--- config.mk ---
export PLATFORM = sky130hd
export DESIGN_NAME = pipe_hazard_scoreboard
export DESIGN_NICKNAME = d
export VERILOG_FILES = /design/src/rtl/pipe_hazard_scoreboard.sv
export SDC_FILE = /design/constraint.sdc
export NUM_CORES = 1
export LEC_CHECK = 0
export ABC_AREA = 1
export CORE_MARGIN = 4
export CORE_UTILIZATION = 40
export DETAILED_ROUTE_END_ITERATION = 10
export HOLD_SLACK_MARGIN = 0.12
export PLACE_DENSITY_LB_ADDON = 0.1
export SETUP_SLACK_MARGIN = 0.2
export SLEW_MARGIN = 20
export SYNTH_ARGS = -nofsm -noshare
export SYNTH_HDL_FRONTEND = slang
export SYNTH_SLANG_ARGS = --single-unit
--- constraint.sdc ---
create_clock -name clock -period 2.1 [get_ports clock]
set_input_delay 0.315 -clock clock [delete_from_list [all_inputs] [get_ports clock]]
set_output_delay 0.315 -clock clock [all_outputs]
set_load 0.1 [all_outputs]
--- src/rtl/pipe_hazard_scoreboard.sv ---
// -----------------------------------------------------------------------------
// pipe_hazard_scoreboard
//
// Tracks the destination register of every instruction in flight after decode
// (stage 0 = EX ... DEPTH-1 = WB). From that record it chooses the forwarding
// source for both decode operands and raises a load-use stall when the
// youngest producer of an operand is a load whose data is not yet on
// stage_data. It also keeps a saturating count of stall cycles.
//
// Ports
//   clock, resetn           clock (rising edge) and async active-low reset
//   id_valid                decode holds a real instruction
//   id_rs, id_rt            source register addresses
//   id_uses_rs, id_uses_rt  source operand is actually read
//   id_wreg, id_m2reg       instruction writes a register / is a load
//   id_dest                 destination register
//   flush                   kill the decode instruction this cycle
//   qa, qb                  register-file read data
//   stage_data              per-stage result, slice k belongs to stage k
//   stall                   hold PC and the IF/ID register
//   fwda, fwdb              operand source: 0 = register file, k+1 = stage k
//   dfwdA, dfwdB            selected operand data
//   stage_valid/wreg/m2reg  tracked per-stage flags
//   stage_dest              tracked per-stage destinations
//   stall_cnt               saturating count of stall cycles
// -----------------------------------------------------------------------------
module pipe_hazard_scoreboard #(
  parameter int DATA_W     = 32,
  parameter int REG_AW     = 5,
  parameter int DEPTH      = 3,
  parameter int LOAD_AVAIL = 1,
  parameter int CNT_W      = 16,
  localparam int SEL_W     = $clog2(DEPTH + 1)
) (
  input  logic                      clock,
  input  logic                      resetn,
  input  logic                      id_valid,
  input  logic [REG_AW-1:0]         id_rs,
  input  logic [REG_AW-1:0]         id_rt,
  input  logic                      id_uses_rs,
  input  logic                      id_uses_rt,
  input  logic                      id_wreg,
  input  logic                      id_m2reg,
  input  logic [REG_AW-1:0]         id_dest,
  input  logic                      flush,
  input  logic [DATA_W-1:0]         qa,
  input  logic [DATA_W-1:0]         qb,
  input  logic [DEPTH*DATA_W-1:0]   stage_data,
  output logic                      stall,
  output logic [SEL_W-1:0]          fwda,
  output logic [SEL_W-1:0]          fwdb,
  output logic [DATA_W-1:0]         dfwdA,
  output logic [DATA_W-1:0]         dfwdB,
  output logic [DEPTH-1:0]          stage_valid,
  output logic [DEPTH-1:0]          stage_wreg,
  output logic [DEPTH-1:0]          stage_m2reg,
  output logic [DEPTH*REG_AW-1:0]   stage_dest,
  output logic [CNT_W-1:0]          stall_cnt
);

  logic [DEPTH-1:0]             stageValid_q;
  logic [DEPTH-1:0]             stageWreg_q;
  logic [DEPTH-1:0]             stageM2reg_q;
  logic [DEPTH-1:0][REG_AW-1:0] stageDest_q;
  logic [CNT_W-1:0]             stallCnt_q;
  logic [CNT_W-1:0]             stallCnt_d;

  logic                         stage0Valid_d;
  logic                         stage0Wreg_d;
  logic                         stage0M2reg_d;
  logic [REG_AW-1:0]            stage0Dest_d;

  logic                         hazA;
  logic                         hazB;
  logic                         loadDecode;

  // Hazard detection. Stages are scanned oldest to youngest so that a match
  // in a younger stage overwrites any older one: the youngest producer wins.
  // Requiring a non-zero destination is what keeps $0 out of forwarding and
  // stalling, since a zero source can then never match.
  always_comb begin
    fwda = '0;
    fwdb = '0;
    hazA = 1'b0;
    hazB = 1'b0;
    for (int k = DEPTH - 1; k >= 0; k--) begin
      if (stageValid_q[k] && stageWreg_q[k] && (stageDest_q[k] != '0)) begin
        if (id_uses_rs && (stageDest_q[k] == id_rs)) begin
          fwda = SEL_W'(k + 1);
          hazA = stageM2reg_q[k] && (k < LOAD_AVAIL);
        end
        if (id_uses_rt && (stageDest_q[k] == id_rt)) begin
          fwdb = SEL_W'(k + 1);
          hazB = stageM2reg_q[k] && (k < LOAD_AVAIL);
        end
      end
    end
  end

  // A flush kills the decode instruction, so it can never be stalled.
  assign stall = id_valid && !flush && (hazA || hazB);

  // Operand data mux: register file by default, otherwise the chosen stage.
  always_comb begin
    dfwdA = qa;
    dfwdB = qb;
    for (int k = 0; k < DEPTH; k++) begin
      if (fwda == SEL_W'(k + 1)) begin
        dfwdA = stage_data[k*DATA_W +: DATA_W];
      end
      if (fwdb == SEL_W'(k + 1)) begin
        dfwdB = stage_data[k*DATA_W +: DATA_W];
      end
    end
  end

  // Stage 0 takes the decode instruction only when it really moves forward;
  // stalls and flushes both inject an all-zero bubble.
  always_comb begin
    loadDecode    = id_valid && !stall && !flush;
    stage0Valid_d = loadDecode;
    stage0Wreg_d  = loadDecode && id_wreg;
    stage0M2reg_d = loadDecode && id_m2reg;
    stage0Dest_d  = loadDecode ? id_dest : '0;
    stallCnt_d    = stallCnt_q;
    if (stall && (stallCnt_q != {CNT_W{1'b1}})) begin
      stallCnt_d = stallCnt_q + CNT_W'(1);
    end
  end

  // Stage tracking shift register and stall counter.
  always_ff @(posedge clock or negedge resetn) begin
    if (!resetn) begin
      stageValid_q <= '0;
      stageWreg_q  <= '0;
      stageM2reg_q <= '0;
      stageDest_q  <= '0;
      stallCnt_q   <= '0;
    end else begin
      for (int k = 1; k < DEPTH; k++) begin
        stageValid_q[k] <= stageValid_q[k-1];
        stageWreg_q[k]  <= stageWreg_q[k-1];
        stageM2reg_q[k] <= stageM2reg_q[k-1];
        stageDest_q[k]  <= stageDest_q[k-1];
      end
      stageValid_q[0] <= stage0Valid_d;
      stageWreg_q[0]  <= stage0Wreg_d;
      stageM2reg_q[0] <= stage0M2reg_d;
      stageDest_q[0]  <= stage0Dest_d;
      stallCnt_q      <= stallCnt_d;
    end
  end

  assign stage_valid = stageValid_q;
  assign stage_wreg  = stageWreg_q;
  assign stage_m2reg = stageM2reg_q;
  assign stage_dest  = stageDest_q;
  assign stall_cnt   = stallCnt_q;

endmodule

==> flow_summary.yaml, run 1 <==
synth:
  synth-seq-cells: 40
  synthesis.nets: 1158
  synthMuxAreaShare: 0
  sequential_fraction_of_the_synthesis_area: 0.192
  yosys.area_share.adder: 0.00240
  synth_unique_cells: 28
  netlist.top_cell.by_area: "nand2_1"
  synth_top_family_by_area: "simple AND/OR/NAND/NOR gates"
  synth_compound_area_frac: 0.102
  synthSimpleGateAreaFrac: 0.514
  yosysWarnings: 0
  synth_top_area_share: 0.222
  cell_types_occupying_the_most_area_after_synthesis: "nand2_1, dfrtp_1, nand3_1, inv_1, nor2_1"
  average_footprint_of_a_synthesized_cell_um2: 5.34
  synth.cell_area_mm2: 0.00520
  netlist_instances: 974
  synthXorXnorAreaFrac: 0.0269
clock_network:
  number_of_setup_buffers_added_after_cts: 32
  cts_hold_repair.buffers: 1
  deepest_clock_path_buffer_count: 2
  clockRootBuffer: "clkbuf_16"
  clock_tree.htree_level_count: 2
  cts-buffers-inserted: 5
  post_cts.resized_instances: 287
  numClockSinks: 40
status:
  stop_stage: "clock tree synthesis (4_1_cts)"
  status: "stopped before the end"
  first_err: "[ERROR DPL-0033] detailed placement checks failed during check placement."
die:
  die_h_um: 122
  floorplan.initialDensity: 0.411
  floorplan.io_pins: 292
  die-width_um: 122
  fp-row-count: 41
placed_design:
  port_buffers: 291
  detailedPlacementHpwl_um: 20400
  place.gp.congestion: 0.967
==> cells by family after synthesis <==
kind of cell / count (synthesis)
and+or+nand+nor: 612
buffers and inverters: 200
AOI/OAI and AO/OA: 105
DFF: 40
xor gates and xnor gates: 16
adders and majority gates: 1
==> through the flow <==
stage	hold slack (ps)	std cells	setup WS (ps)	instance area, µm²
floorplan	19.4	974	-372	6340
global placement	354	1475	-558	10600
detailed placement	363	1475	-651	10600
==> cell usage after synthesis <==
cell type  number
nand4_1        54
nand3_2         5
inv_2           9
nor2_2          5
buf_2          34
ha_1            1
nand3_1       120
clkbuf_1       12
buf_4           5
dfrtp_1        40
nor2_1        112
nand3b_1        1
xnor2_1        10
nor3_2          1
o21ai_0        19
xor2_1          6
nand3_4         1
o21ai_1        17
buf_6           4
inv_1         136
nand2_2         2
o22ai_1         1
a21boi_0        1
nand2_4         2
nand2_1       308
a21boi_1        1
nor2_4          1
a21oi_1        66
==> run 2, diff against run 1 <==
--- a/config.mk
+++ b/config.mk
@@ -7,11 +7,9 @@
 export LEC_CHECK = 0
 export ABC_AREA = 1
 export CORE_MARGIN = 4
-export CORE_UTILIZATION = 40
+export CORE_UTILIZATION = 35
 export DETAILED_ROUTE_END_ITERATION = 10
-export HOLD_SLACK_MARGIN = 0.12
-export PLACE_DENSITY_LB_ADDON = 0.1
-export SETUP_SLACK_MARGIN = 0.2
+export PLACE_DENSITY_LB_ADDON = 0.15
 export SLEW_MARGIN = 20
 export SYNTH_ARGS = -nofsm -noshare
 export SYNTH_HDL_FRONTEND = slang
==> run 2 against run 1 <==
  * The flow now finishes, with violations (setup timing)
  * Synthesized cell count did not move
  * Synthesized area did not move
==> flow_summary.yaml, run 2 <==
clock_network:
  numClockSinks: 40
  clockRootBuffer: "clkbuf_16"
  cts-buffers-inserted: 5
  worst_setup_hold_path_clk_slew_ps: 60
  latest_clock_arrival_within_the_worst_skew_pair_ps: 280
  deepest_clock_path_buffer_count: 2
  clock_tree_from_tritoncts: "yes"
  clock_tree.htree_level_count: 2
  cts_hold_repair.buffers: 0
critical_path:
  crit_required_ps: 1780
  rr_startpoint: "stage_dest[3]"
  setup.worst_path.start_class: "flop"
  worstRegToRegCells: 14
  crit_arrival_ps: 2340
  r2r_setup_slack_ps: 90
  kind_of_end_point_of_the_critical_path: "primary output"
  highest_fanout_seen_on_the_critical_path: 6
  kind_of_critical_path: "flop to primary output"
  critical_path.reg2reg.endpoint: "stall_cnt[6]"
timing:
  post-route-min-period_ps: 2650
  fin_worst_skew_ps: 7.94
  final_min_period_over_clock_period: 1.26
  worst_slew_margin_rel: 0.661
  finalSetupViolCount: 69
  hold_violations: 0
  setup_ws_ps: -552
  maximum_clock_frequency_mhz: 377
  grt_setup_unrepaired: "yes"
  max_slew.worst_pin.slew_ps: 509
  whs_ps: 88.9
  finalMaxSlewViolations: 0
synth:
  sequential_fraction_of_the_synthesis_area: 0.192
  synth-seq-cells: 40
  yosysWarnings: 0
  yosys.area_share.adder: 0.00240
  synth_top_family_by_area: "simple AND/OR/NAND/NOR gates"
  netlist_instances: 974
  synth_top_area_share: 0.222
  synthMuxAreaShare: 0
  synth.cell_area_mm2: 0.00520
  ys_async_sr_fraction: 1.00
  synth_unique_cells: 28
  synthSimpleGateAreaFrac: 0.514
  netlist.top_cell.by_area: "nand2_1"
  synthesis.nets: 1158
  synthMostInstantiatedCell: "nand2_1"
  synth_top_cells_by_count: "nand2_1, inv_1, nand3_1, nor2_1, a21oi_1"
  yosys_most_used_dff: "dfrtp_1"
  synth_compound_area_frac: 0.102
  synthXorXnorAreaFrac: 0.0269
  average_footprint_of_a_synthesized_cell_um2: 5.34
  number_of_synthesized_flops_with_an_enable_pin: 0
  cell_types_occupying_the_most_area_after_synthesis: "nand2_1, dfrtp_1, nand3_1, inv_1, nor2_1"
detailed_routing:
  drt_pass1_iterations: 8
  drt-vias-per-instance: 5.62
  final_antenna_net_count: 0
  met3_length_um: 3120
  remaining_routing_drc_violations: 0
  first_iter_violations: 708
  highest-signal-layer: "met5"
  m1_wl_um: 11000
  via_count: 8725
  wire_per_inst_um: 20.2
  wl_um: 31400
  met2_wirelength_um: 15200
job:
  max_cap_viol: 0
die:
  die_h_um: 130
  floorplan.initialDensity: 0.358
  floorplan.io_pins: 292
  die-width_um: 130
  floorplan_die_area_mm2: 0.0169
  fp-row-count: 44
  design.core.area_mm2: 0.0145
global_route:
  first_global_vias: 8135
  grt_start_max_net_pins: 41
  antenna_violations_before_repair: 3
  grtUsageTotal: 0.303
  grt_first_pass_wirelength_um: 41300
  global_route.overflow_total: 0
cells_and_area:
  commonest_non_fill_non_tap_cell_in_the_layout: "nand2_1"
  mostFrequentLayoutCells: "nand2_1, clkdlybuf4s50_1, inv_1, buf_4, buf_12"
  ff_latch_area_mm2: 0.00109
  flip_flop_count_of_the_largest_register_all_copies_and_words_added: 16
  filler_cell_count: 770
  final_layout_size_suffix_gt1_frac: 0.450
  multi_input_area_mm2: 0.00525
  finish.net_count: 1551
  area_growth_pct: 142
placed_design:
  place_worst_setup_slack_ps: -627
  port_buffers: 291
  detailedPlacementHpwl_um: 19400
  place.gp.congestion: 0.939
status:
  status: "complete, but fails checks"
  violations: "setup timing"
hold_path:
  hold_path_class: "input port to async pin"
power:
  total_leakage_power_nw: 5.76
  worst_ir_drop_vdd_uv: 419
  power_density_mw_per_mm2: 300
==> run 2: cell counts after synthesis <==
Identical to the previous run, type by type.
==> run 2: routing by layer <==
metal / global-route usage / vias to the layer above
met1: 0.363 / 4094
met5: 0 / -
met3: 0.0643 / 153
met2: 0.527 / 575
li1: - / 3897
met4: 0.120 / 6
==> run 2: worst max-delay path: stages (launching register included) <==
cell and delay [ps]:
dfrtp_4 500, buf_6 140, inv_8 60, a21oi_4 50
nand2_2 80, nor2_4 50, buf_6 120, nand3_4 150
nand3_4 230, buf_4 230, nor2_1 210, a21oi_4 60
buf_12 170
==> run 2: power by group <==
group,internal [mW],total (mW),switching [mW]
sequential,0.798,0.822,0.0244
clock,0.682,0.991,0.309
combinational,0.809,1.97,1.16
==> run 2: area by class of cell <==
class / instances / share of cell area
repair buffers: 439 / 0.419
multi-input cells: 736 / 0.417
flip-flops and latches: 40 / 0.0864
inverters: 145 / 0.0442
well taps: 184 / 0.0183
clock buffers: 6 / 0.0102
clock inverters: 2 / 0.00477
diodes: 1 / 0.000199
==> run 2: through the flow <==
| step | power (mW) | cell area, µm² | TNS, ps | util | instances |
|---|---|---|---|---|---|
| floorplan | 1.83 | 6300 | -23960 | - | 974 |
| global placement | 2.66 | 10600 | -40890 | 0.726 | 1490 |
| detailed placement | 2.67 | 10600 | -43080 | 0.726 | 1490 |
| CTS | 3.68 | 11600 | -28570 | 0.798 | 1522 |
| global route | 3.91 | 12600 | -38400 | 0.866 | 1552 |
| finish | 3.78 | 12600 | -32490 | 0.866 | 1553 |
==> run 2: kinds of logic (layout without fill, tap and decap cells) <==
group | Yosys count | after routing
compound gates | 105 | 105
xor+xnor | 16 | 16
fa+ha+maj | 1 | 1
buf+inv | 200 | 592
flops | 40 | 40
other cells | 0 | 1
simple gates | 612 | 614
==> run 2: how the worst max path moves through the flow <==
stage,cells past startpoint,end,slack [ps],from
2_1_floorplan,11,dfwdB[23],-370,stage_dest[4]
3_3_place_gp,14,dfwdA[31],-630,id_rs[0]
3_5_place_dp,15,dfwdA[31],-630,id_rs[1]
4_1_cts,14,dfwdA[31],-490,stage_dest[4]
5_1_grt,13,dfwdB[23],-620,stage_dest[1]
6_report,12,dfwdB[29],-550,stage_dest[3]
==> run 2: timing repair <==
action / in CTS / in global routing
setup buffers: 15 / 22
setup endpoints to repair: 69 / 85
resized for setup: 149 / 165
cloned: 10 / 11
pin swaps: 32 / 47
No activity file was read; power rests on OpenSTA's default activity.
==> run 3, diff against run 2 <==
--- a/config.mk
+++ b/config.mk
@@ -8,6 +8,7 @@
 export ABC_AREA = 1
 export CORE_MARGIN = 4
 export CORE_UTILIZATION = 35
+export CTS_CLUSTER_DIAMETER = 100
 export DETAILED_ROUTE_END_ITERATION = 10
 export PLACE_DENSITY_LB_ADDON = 0.15
 export SLEW_MARGIN = 20
==> results of run 3 <==
Final layout, timing and power as in run 2 (identical DEF).
